[config.mk]
export PLATFORM = sky130hd
export DESIGN_NAME = spi_slave_mode
export DESIGN_NICKNAME = d
export VERILOG_FILES = /design/src/rtl/spi_pkg.sv /design/src/rtl/spi_sync_edge.sv /design/src/rtl/spi_slave_mode.sv
export SDC_FILE = /design/constraint.sdc
export NUM_CORES = 1
export LEC_CHECK = 0
export ABC_CLOCK_PERIOD_IN_PS = 1800
export BUFFER_PORTS_ARGS = -buffer_cell sky130_fd_sc_hd__buf_2
export CORE_MARGIN = 1.5
export CORE_UTILIZATION = 56
export CTS_BUF_LIST = sky130_fd_sc_hd__clkbuf_16
export CTS_CLUSTER_SIZE = 24
export DETAILED_ROUTE_END_ITERATION = 10
export HOLD_SLACK_MARGIN = 0.1
export PLACE_DENSITY = 0.78
export SYNTH_ARGS = -nofsm -noshare
export SYNTH_HDL_FRONTEND = slang
export SYNTH_SLANG_ARGS = --single-unit
[constraint.sdc]
create_clock -name clk -period 1.8 [get_ports clk]
set_input_delay 0.36 -clock clk [delete_from_list [all_inputs] [get_ports clk]]
set_output_delay 0.36 -clock clk [all_outputs]
set_load 0.02 [all_outputs]
[src/rtl/spi_pkg.sv]
// Shared types and helpers for the SPI slave.
// Latency: none (types and a pure combinational function).
// Backpressure: not applicable.
package spi_pkg;

    typedef enum logic {
        IDLE   = 1'b0,
        ACTIVE = 1'b1
    } state_t;

    // The leading edge is the one that leaves the idle level of sclk.
    function automatic logic lead_edge(input logic cpol, input logic rise, input logic fall);
        return cpol ? fall : rise;
    endfunction

endpackage

[src/rtl/spi_sync_edge.sv]
// Multi-flop synchroniser with rise/fall detection on the synchronised level.
// Latency: STAGES clk from pin to edge strobe; each strobe lasts one clk.
// Backpressure: none, edges are strobed unconditionally.
module spi_sync_edge #(
    parameter int   STAGES  = 2,
    parameter logic RST_VAL = 1'b0
) (
    input  logic clk,
    input  logic reset_n,
    input  logic d,
    output logic rise,
    output logic fall
);

    logic [STAGES-1:0] sync_q;
    logic              prev_q;
    logic              level;

    // Synchroniser chain plus one clk of history for edge detection.
    always_ff @(posedge clk or negedge reset_n) begin
        if (!reset_n) begin
            sync_q <= {STAGES{RST_VAL}};
            prev_q <= RST_VAL;
        end else begin
            sync_q <= {sync_q[STAGES-2:0], d};
            prev_q <= sync_q[STAGES-1];
        end
    end

    assign level = sync_q[STAGES-1];
    assign rise  = level & ~prev_q;
    assign fall  = ~level & prev_q;

endmodule

[src/rtl/spi_slave_mode.sv]
// Full-duplex SPI slave with selectable CPOL/CPHA and DATA_W-bit words, MSB first.
// Latency: rx_valid one clk after the last synchronised sample edge of a word.
// Backpressure: none on rx (rx_data overwritten); tx via one-word holding buffer (tx_ready).
module spi_slave_mode
    import spi_pkg::*;
#(
    parameter int DATA_W      = 8,
    parameter int CPOL        = 0,
    parameter int CPHA        = 0,
    parameter int SYNC_STAGES = 2
) (
    input  logic              clk,
    input  logic              reset_n,
    input  logic              sclk,
    input  logic              ss_n,
    input  logic              mosi,
    output logic              miso,
    output logic              miso_oe,
    input  logic [DATA_W-1:0] tx_data,
    input  logic              tx_valid,
    output logic              tx_ready,
    output logic [DATA_W-1:0] rx_data,
    output logic              rx_valid,
    output logic              tx_underrun,
    output logic              frame_err,
    output logic              busy
);

    localparam int              CW       = $clog2(DATA_W);
    localparam logic [CW-1:0]   LAST_BIT = CW'(DATA_W - 1);
    localparam logic            CPOL_L   = (CPOL != 0);
    localparam logic            CPHA_L   = (CPHA != 0);

    logic                   sclk_rise, sclk_fall;
    logic                   lead_e, trail_e, sample_e, drive_e;
    logic [SYNC_STAGES-1:0] ss_sync_q, mosi_sync_q;
    logic                   ss_s, mosi_s;
    state_t                 state_q, state_d;
    logic                   enter, leave, active, load;
    logic [CW-1:0]          cnt_q;
    logic [DATA_W-1:0]      rx_sh, tx_sh, buf_q;
    logic                   buf_full;

    spi_sync_edge #(
        .STAGES  (SYNC_STAGES),
        .RST_VAL (CPOL_L)
    ) u_sclk_sync (
        .clk     (clk),
        .reset_n (reset_n),
        .d       (sclk),
        .rise    (sclk_rise),
        .fall    (sclk_fall)
    );

    // Level-only synchronisers; ss_n idles deselected.
    always_ff @(posedge clk or negedge reset_n) begin
        if (!reset_n) begin
            ss_sync_q   <= {SYNC_STAGES{1'b1}};
            mosi_sync_q <= '0;
        end else begin
            ss_sync_q   <= {ss_sync_q[SYNC_STAGES-2:0], ss_n};
            mosi_sync_q <= {mosi_sync_q[SYNC_STAGES-2:0], mosi};
        end
    end

    assign ss_s     = ss_sync_q[SYNC_STAGES-1];
    assign mosi_s   = mosi_sync_q[SYNC_STAGES-1];
    assign lead_e   = lead_edge(CPOL_L, sclk_rise, sclk_fall);
    assign trail_e  = lead_edge(!CPOL_L, sclk_rise, sclk_fall);
    assign sample_e = CPHA_L ? trail_e : lead_e;
    assign drive_e  = CPHA_L ? lead_e : trail_e;

    // Frame state register.
    always_ff @(posedge clk or negedge reset_n) begin
        if (!reset_n) state_q <= IDLE;
        else          state_q <= state_d;
    end

    // Frame entry/exit follow the synchronised slave select.
    always_comb begin
        state_d = state_q;
        enter   = 1'b0;
        leave   = 1'b0;
        case (state_q)
            IDLE: begin
                if (!ss_s) begin
                    state_d = ACTIVE;
                    enter   = 1'b1;
                end
            end
            ACTIVE: begin
                if (ss_s) begin
                    state_d = IDLE;
                    leave   = 1'b1;
                end
            end
        endcase
    end

    assign active = (state_q == ACTIVE);
    // A word boundary on the drive side: CPHA=0 presents bit 0 before the first edge.
    assign load   = (!CPHA_L && enter) || (active && !leave && drive_e && cnt_q == '0);

    // Receive path: shift on sample edges, publish each full word, flag aborted words.
    always_ff @(posedge clk or negedge reset_n) begin
        if (!reset_n) begin
            cnt_q     <= '0;
            rx_sh     <= '0;
            rx_data   <= '0;
            rx_valid  <= 1'b0;
            frame_err <= 1'b0;
        end else begin
            rx_valid  <= 1'b0;
            frame_err <= 1'b0;
            if (enter) begin
                cnt_q <= '0;
                rx_sh <= '0;
            end else if (leave) begin
                cnt_q     <= '0;
                frame_err <= (cnt_q != '0);
            end else if (active && sample_e) begin
                rx_sh <= {rx_sh[DATA_W-2:0], mosi_s};
                if (cnt_q == LAST_BIT) begin
                    cnt_q    <= '0;
                    rx_data  <= {rx_sh[DATA_W-2:0], mosi_s};
                    rx_valid <= 1'b1;
                end else begin
                    cnt_q <= cnt_q + 1'b1;
                end
            end
        end
    end

    // Transmit path: holding buffer feeds the shifter at word boundaries.
    always_ff @(posedge clk or negedge reset_n) begin
        if (!reset_n) begin
            tx_sh       <= '0;
            buf_q       <= '0;
            buf_full    <= 1'b0;
            tx_underrun <= 1'b0;
        end else begin
            tx_underrun <= 1'b0;
            if (load) begin
                if (buf_full) begin
                    tx_sh    <= buf_q;
                    buf_full <= 1'b0;
                end else if (tx_valid) begin
                    // Word arriving in the load cycle bypasses the buffer.
                    tx_sh <= tx_data;
                end else begin
                    tx_sh       <= '0;
                    tx_underrun <= 1'b1;
                end
            end else begin
                if (active && !leave && drive_e) begin
                    tx_sh <= {tx_sh[DATA_W-2:0], 1'b0};
                end
                if (tx_valid && !buf_full) begin
                    buf_q    <= tx_data;
                    buf_full <= 1'b1;
                end
            end
        end
    end

    assign tx_ready = ~buf_full;
    assign busy     = active;
    assign miso_oe  = active;
    assign miso     = active & tx_sh[DATA_W-1];

endmodule

==> impl_results.md, run 1 <==
* Synth Area in Adders at 4.18%
* Worst hold slack at 0.178 ns
* Fin. max-slew vios at 0
* Relative slew slack at 65.0%
* Number of global-route vias before repair at 1384
* CP Capture Type: register
* Total Die Area at 0.00412 mm^2
* H-tree levels at 2
* Total GRT Usage at 21.5%
* Die height at 64.2 um
* Post-synth top area cell: dfrtp_1
* Power Density at 1310 mW/mm^2
* P_leak at 1.24 nW
* Critical path class: reg2reg
* Most common cell in the netlist: dfrtp_1
* Final setup violation count at 0
* Largest family of logic cells by synthesized area: simple AND/OR/NAND/NOR gates
* Share of cells above drive strength 1 at 36.0%
* Synth top area share at 52.6%
* Worst Path Max Fanout at 11
* YS warnings at 0
* Clock skew at 0.00362 ns
* Complex-gate fraction of the synthesized area at 8.18%
* Clock Tree Buf Depth at 2
* Yosys cell types at 34
* Number of synthesized flops with an enable pin at 0
* Clock Tree Root: clkbuf_16
* Post-Synth Simple-Gate Area at 14.5%
* Max-Cap Viols at 0
* GRT overflow at 0
* Drc violations at 0
* CP Launch Type: register
* Antenna violations before repair at 0
* Clk slew on worst S/H paths at 0.06 ns
* RSZ-0062 raised after global routing: no
* ANT nets after route at 0
* Sequential fraction of the synthesis area at 55.1%
* Initial Util at 57.6%
* Drt total wl at 3790 um
* Post-route setup slack at 0.107 ns
* Global-route wire length before repair at 6640 um
* Worst Tran Pin Value at 0.524 ns
* Tcrit/Tclk final at 94.1%
* Post-DP HPWL at 2740 um
* Synth Area in XOR/XNOR at 0%
* Routability congestion estimate at 0.862
* Nets at 220
* Drt wl/cell at 15.3 um
* Die X-Extent at 64.2 um
* Mapped Area at 0.00209 mm^2
* Class of the worst hold path: in2reg
* Area delta synth->final at 18.3%
* Vias/cell at 5.56
* Post-Syn Nets at 187
* Vias at 1380
* Synth top area cells: dfrtp_1 (53%), mux2_2 (12%), ha_1 (4.2%)
* Dpl ws at 0.0946 ns
* Worst-skew pair later-pin latency at 0.28 ns
* CTS Buf Count at 5
* Cell count after synthesis at 166
* Commonest cells post-synth: dfrtp_1 (44), mux2_2 (23), and2_1 (10)
* Std cell rows at 22
* Final hold viol count at 0
* Core area at 0.00363 mm^2
* 1st-iter DRT viols at 52
* Post-synth top flop: dfrtp_1
* CTS Sinks at 46
* Yosys reg bits at 46
* Post-synthesis mux area share at 13.8%
* WP data arrival at 1.86 ns
* Io pins at 29
* Synth Area per Inst at 12.6 um^2
* DRT Pass-1 Iters at 4
* Fillers at 269
* Antenna fix cells at 0
* Fmax at 591 MHz
* Status: finished, final reports clean
* FFs w/ async S/R, synth at 100%
* Required time of the critical path at 1.97 ns
* Min Tclk post-route at 1.69 ns
* Fin util at 68.2%
* Largest net degree at the start of global routing at 26
* Max VDD drop at 687 uV
* IO buf count at 28
* Setup TNS at 0 ns
* TritonCTS clock tree: done
timing repair:
action                                  4_1_cts  5_1_grt
endpoints found under the hold margin        19        0
endpoints found under the setup margin        0        8
gates resized for setup                       0        1
hold buffers                                  1        0
setup buffers                                 0        0
where the power goes:
part / internal (mW) / switching, mW / total [mW]
combinational: 0.398 / 0.422 / 0.820
sequential: 1.27 / 0.144 / 1.41
clock: 0.644 / 0.358 / 1.00
total: 2.31 / 0.925 / 3.23
routing by layer:
| metal | share of wire, % | vias up | track usage (%) |
|---|---|---|---|
| met4 | 2.3 | 0 | 10.4 |
| met2 | 51 | 36 | 34.0 |
| met5 | 0 | - | 0 |
| met3 | 3.9 | 9 | 5.11 |
| met1 | 43 | 685 | 27.9 |
| li1 | - | 650 | - |
layout make-up:
type / instances / area (um^2) / area share, %
Inverter: 7 / 26.3 / 1.06
Sequential cell: 46 / 1150 / 46.6
Multi-Input combinational cell: 103 / 860 / 34.7
Tap cell: 48 / 60.1 / 2.42
Clock buffer: 5 / 125 / 5.05
Clock inverter: 3 / 37.5 / 1.52
Timing Repair Buffer: 36 / 215 / 8.69
stage by stage:
stage / instance area, um^2 / instances / total power [mW]
2_1_floorplan: 2090 / 166 / 2.01
3_3_place_gp: 2300 / 239 / 2.18
3_5_place_dp: 2300 / 239 / 2.24
4_1_cts: 2470 / 248 / 3.26
5_1_grt: 2480 / 248 / 3.43
6_report: 2480 / 248 / 3.23
kinds of logic after synthesis:
logic type                 after synthesis
DFF                                     46
muxes                                   26
and+or+nand+nor                         51
buffers and inverters                   17
adders and majority gates                7
AOI/OAI and AO/OA                       19
worst max-delay path, cell delays in order (launching register included):
cell,delay [ns]
dfrtp_1,0.46
ha_1,0.24
nand3b_4,0.16
o211ai_4,0.34
mux2_2,0.38
layout by cell type (no fill, tap or decap), types with 2 or more instances in the layout:
master and n:
dfrtp_1 44, buf_2 28, mux2_2 23, and2_1 10, nor2b_1 9, inv_1 8, nand3_1 8, o31ai_1 8
a221oi_1 7, nor3_1 7, ha_1 7, buf_4 6, nor2_1 5, clkbuf_16 5, nand2_1 4, mux2i_1 3
dfstp_2 2
registers in the layout, summed over array words and instances, names as in the netlist:
signal	count
cnt_q	3
buf_q	8
tx_sh	8
ss_sync_q	2
tx_underrun	1
rx_sh	7
busy	1
buf_full	1
u_sclk_sync.prev_q	1
rx_valid	1
frame_err	1
mosi_sync_q	2
rx_data	8
u_sclk_sync.sync_q	2
path summary, 6_finish.rpt:
kind / start / endpoint / slack, ns / cells past startpoint
max: busy / buf_q[2] / 0.11 / 4
min: ss_n / ss_sync_q[0] / 0.18 / 1
max reg2reg: busy / buf_q[2] / 0.11 / 4
min reg2reg: mosi_sync_q[0] / mosi_sync_q[1] / 0.35 / 0
max in group asynchronous: reset_n / rx_data[6] / 0.71 / 3
min in group asynchronous: reset_n / rx_sh[0] / 0.58 / 2
(Power assumes the default switching activity.)
==> inputs of run 2 (changes only) <==
ABC_CLOCK_PERIOD_IN_PS = 2000   (was 1800)
CORE_UTILIZATION = 60   (was 56)
PLACE_DENSITY = 0.83   (was 0.78)
clock period = 2 ns   (was 1.8 ns; I/O delays follow)
==> impl_results.md, run 2 (same netlist as run 1, synthesis figures left out) <==
* Relative slew slack at 61.4%
* Number of global-route vias before repair at 1306
* Initial Util at 62.8%
* Worst Path Max Fanout at 11
* FF-to-FF Start: busy
* CTS Sinks at 46
* Reg-to-reg endpoint: buf_q[1]
* Final setup violation count at 0
* Drt total wl at 3620 um
* CTS Buf Count at 5
* Top flop regs: buf_q (8), rx_data (8), tx_sh (8)
* P_leak at 1.22 nW
* Tcrit/Tclk final at 88.6%
* CP Launch Type: register
* Max VDD drop at 681 uV
* Area after DPL at 0.00226 mm^2
* Post-CTS setup buffers at 0
* DRT Pass-1 Iters at 4
* Std cell rows at 21
* Max-Cap Viols at 0
* Antenna violations before repair at 0
* Clock skew at 0.00265 ns
* IO buf count at 28
* Total Die Area at 0.00385 mm^2
* Area delta synth->final at 14.4%
* 1st-iter DRT viols at 73
* Final instance area at 0.00240 mm^2
* Most common cell after layout, fill and taps aside: dfrtp_1
* Die height at 62.1 um
* Drt wl/cell at 15.0 um
* Fmax at 564 MHz
* Commonest cells after routing, fill and taps aside: dfrtp_1 (44), buf_2 (28), mux2_2 (23), and2_1 (10), nor2b_1 (9)
* Setup TNS at 0 ns
* Nets at 216
* Worst Tran Pin Value at 0.578 ns
* ANT nets after route at 0
* Critical path class: reg2reg
* TritonCTS clock tree: done
* Clk slew on worst S/H paths at 0.06 ns
* Worst Reg-to-Reg Cells at 4
* Clock Tree Buf Depth at 2
* Post-CTS resize count at 0
* CP endpoint: buf_q[1]
* Antenna fix cells at 0
* Routability congestion estimate at 0.813
* RSZ-0062 raised after global routing: no
* Vias at 1331
* Status: finished, final reports clean
* Total GRT Usage at 21.8%
* Power Density at 1140 mW/mm^2
* CTS Hold Bufs at 0
* Die X-Extent at 62.1 um
* Drc violations at 0
* Class of the worst hold path: in2async
* Share of cells above drive strength 1 at 35.2%
* Min Tclk post-route at 1.77 ns
* Largest net degree at the start of global routing at 47
* Io pins at 29
* Final hold viol count at 0
* Core area at 0.00334 mm^2
* CP Capture Type: register
* Required time of the critical path at 2.16 ns
* Vias/cell at 5.50
* Fillers at 235
* GRT overflow at 0
* Crit path from: busy
* Global-route wire length before repair at 5920 um
* H-tree levels at 2
* WP data arrival at 1.93 ns
* Worst-skew pair later-pin latency at 0.28 ns
* Fin. max-slew vios at 0
* Post-DP HPWL at 2620 um
* Worst reg2reg setup slack at 0.23 ns
* Clock Tree Root: clkbuf_16
run 2: cell types whose count changed in the layout (fill, tap and decap cells not counted), sizes merged:
cell and change:
buf -3, dlygate4sd3 -1, clkinv +2, inv -1
bufinv -1
run 2: per-stage QoR:
step | worst slack, ns | instances | power, mW | util, % | hold slack, ns
CTS | 0.230 | 242 | 2.76 | 71.8 | 0.211
detailed placement | 0.244 | 234 | 1.99 | 67.7 | 0.340
global placement | 0.343 | 234 | 1.93 | 67.7 | 0.334
finish | 0.228 | 242 | 2.74 | 71.8 | 0.186
global route | 0.129 | 242 | 2.92 | 71.8 | 0.212
floorplan | 0.211 | 166 | 1.81 | - | 0.104
run 2: metal layers:
layer	vias to the layer above	routed length (um)	part of all wire [%]	track usage (%)
li1	641	-	-	-
met1	649	1590	44	27.8
met2	37	1830	51	33.3
met3	4	164	4.5	8.07
met4	0	34	0.94	9.42
met5	-	0	0	0
run 2: worst min path at each step:
stage	slack, ns	endpoint	cells past startpoint	from
after detailed placement	0.34	mosi_sync_q[1]	0	mosi_sync_q[0]
after CTS	0.21	rx_data[5]	2	reset_n
final	0.19	rx_sh[3]	2	reset_n
after global routing	0.21	ss_sync_q[0]	1	ss_n
after global placement	0.33	u_sclk_sync.sync_q[1]	0	u_sclk_sync.sync_q[0]
after floorplan	0.10	buf_full	0	reset_n
run 2: final cells by class:
cell class | instances | area, um^2 | area share, %
Tap cell | 46 | 57.6 | 2.40
Clock inverter | 3 | 12.5 | 0.522
Sequential cell | 46 | 1150 | 48.1
Inverter | 7 | 26.3 | 1.10
Clock buffer | 5 | 125 | 5.22
Multi-Input combinational cell | 103 | 851 | 35.5
Timing Repair Buffer | 32 | 170 | 7.10
run 2: where the power goes:
group | internal [mW] | switching, mW | leakage (nW)
logic | 0.333 | 0.377 | 0.562
registers | 1.14 | 0.130 | 0.581
clock network | 0.451 | 0.310 | 0.0724
run 2: worst max-delay path, cell delays in order (launching register included):
cell and delay [ns]:
dfrtp_1 0.51, ha_1 0.26, nand3b_4 0.16, o211ai_4 0.34
mux2_2 0.39
==> inputs of run 3 (changes only) <==
ABC_CLOCK_PERIOD_IN_PS = 1700   (was 2000)
CORE_UTILIZATION = 56   (was 60)
PLACE_DENSITY = 0.78   (was 0.83)
RECOVER_POWER = 100   (was unset)
clock period = 1.7 ns   (was 2 ns; I/O delays follow)
==> impl_results.md, run 3 (same netlist as run 1, synthesis figures left out) <==
* Cell Count Post-Placement at 239
* Number of global-route vias before repair at 1375
* Status: finished, final reports clean
* Post-DP HPWL at 2710 um
* Antenna fix cells at 0
* Clk slew on worst S/H paths at 0.06 ns
* Global Route met2 Usage at 31.9%
* GRT overflow at 0
* Fillers at 293
* CTS Sinks at 46
* Total GRT Usage at 20.6%
* WP data arrival at 1.79 ns
* CP Capture Type: register
* ANT nets after route at 0
* Share of cells above drive strength 1 at 31.8%
* CP delay by family, top: flip-flops
* CTS Buf Count at 5
* DRT Pass-1 Iters at 4
* Std cell rows at 22
* H-tree levels at 2
* Largest net degree at the start of global routing at 27
* Crit path from: busy
* Clock Tree Buf Depth at 2
* Hold path startpoint: ss_n
* 1st-iter DRT viols at 84
* Top flop regs: buf_q (8), rx_data (8), tx_sh (8)
* Setup TNS at 0 ns
* Met1 Use GR at 28.5%
* CP Launch Type: register
* Drt wl/cell at 15.0 um
* Slowest stage cell, crit path: dfrtp_2
* Drc violations at 0
* Worst-skew pair later-pin latency at 0.28 ns
* Fmax at 614 MHz
* Total Die Area at 0.00412 mm^2
* IO buf count at 28
* Power Density at 1330 mW/mm^2
* Vias/cell at 5.63
* FF-to-FF Start: busy
* Clock skew at 0.00518 ns
* Most common cell after layout, fill and taps aside: dfrtp_1
* Pwr Total at 3.27 mW
* Worst Tran Pin Value at 0.565 ns
* Area delta synth->final at 17.3%
* Final hold viol count at 0
* P_leak at 1.18 nW
* Global-route wire length before repair at 6510 um
* Tcrit/Tclk final at 95.9%
* WP buf/inv at 1
* M3 GR Usage at 5.28%
* Class of the worst hold path: in2reg
* TritonCTS clock tree: done
* Core area at 0.00363 mm^2
* Initial Util at 57.6%
* Fin cells at 249
* Max VDD drop at 1010 uV
* Clock Tree Root: clkbuf_16
* Min Tclk post-route at 1.63 ns
* Worst Path Max Fanout at 10
* GR peak layer: met2
* Critical path class: reg2reg
* Final setup violation count at 0
* Required time of the critical path at 1.86 ns
* RSZ-0062 raised after global routing: no
* Multi-input logic area at 871 um^2
* Commonest cells after routing, fill and taps aside: dfrtp_1 (43), mux2_2 (23), buf_2 (15), clkbuf_1 (13), nor2b_1 (9)
* Max-Cap Viols at 0
* Final instance area at 0.00246 mm^2
* CP cell instances: ha_2 -> nand3b_4 -> o211ai_4 -> buf_12 -> mux2_2
* Vias at 1401
* Io pins at 29
* Nets at 221
* Crit path largest cell delay at 0.48 ns
* Die height at 64.2 um
* Die X-Extent at 64.2 um
* Area after DPL at 0.00230 mm^2
* Fin. max-slew vios at 0
* Relative slew slack at 62.3%
* Antenna violations before repair at 0
* Routability congestion estimate at 0.869
* Drt total wl at 3730 um
* Reg area at 0.00115 mm^2
==> run 3: cell count changes in the layout (fill, tap and decap cells not counted), sizes merged <==
cell         change
buf             -11
clkbuf          +15
dlygate4sd3      +1
==> run 3: path summary, 6_finish.rpt <==
kind / end / slack, ns / cells past startpoint
max: buf_q[6] / 0.07 / 5
min: ss_sync_q[0] / 0.16 / 1
max reg2reg: buf_q[6] / 0.07 / 5
min reg2reg: u_sclk_sync.sync_q[1] / 0.35 / 0
max in group asynchronous: buf_q[3] / 0.21 / 3
min in group asynchronous: rx_sh[1] / 0.55 / 2
==> run 3: layout make-up <==
cell class / count / share of cell area [%]
well taps: 48 / 2.45
inverters: 7 / 1.17
clock buffers: 5 / 5.09
repair buffers: 37 / 8.30
clock inverters: 3 / 0.509
flip-flops and latches: 46 / 47.0
multi-input cells: 103 / 35.5
==> run 3: per-stage QoR <==
step	utilization [%]	setup WS, ns	hold WS (ns)
6_report	67.6	0.0700	0.156
5_1_grt	67.6	0.00248	0.146
4_1_cts	67.5	0.0423	0.152
3_5_place_dp	63.2	-0.0107	0.328
3_3_place_gp	63.2	0.0871	0.316
2_1_floorplan	-	0.0291	0.0444
==> run 3: what timing repair did <==
action	in CTS	in global routing
setup buffers	0	1
cloned	0	0
endpoints found under the setup margin	8	15
hold endpoints to repair	18	0
resized for setup	1	4
pin swaps	0	2
hold buffers	1	0
==> run 3: per-layer routing <==
metal	share of wire [%]	vias up
met5	0	-
met1	43	694
met2	50	51
li1	-	647
met3	5.5	9
met4	1.6	0
==> run 3: power by group <==
| group | leakage (nW) | total, mW | switching [mW] | internal (mW) |
|---|---|---|---|---|
| sequential | 0.580 | 1.50 | 0.155 | 1.34 |
| clock | 0.0724 | 0.900 | 0.369 | 0.531 |
| combinational | 0.525 | 0.877 | 0.449 | 0.428 |
| total | 1.18 | 3.27 | 0.972 | 2.30 |
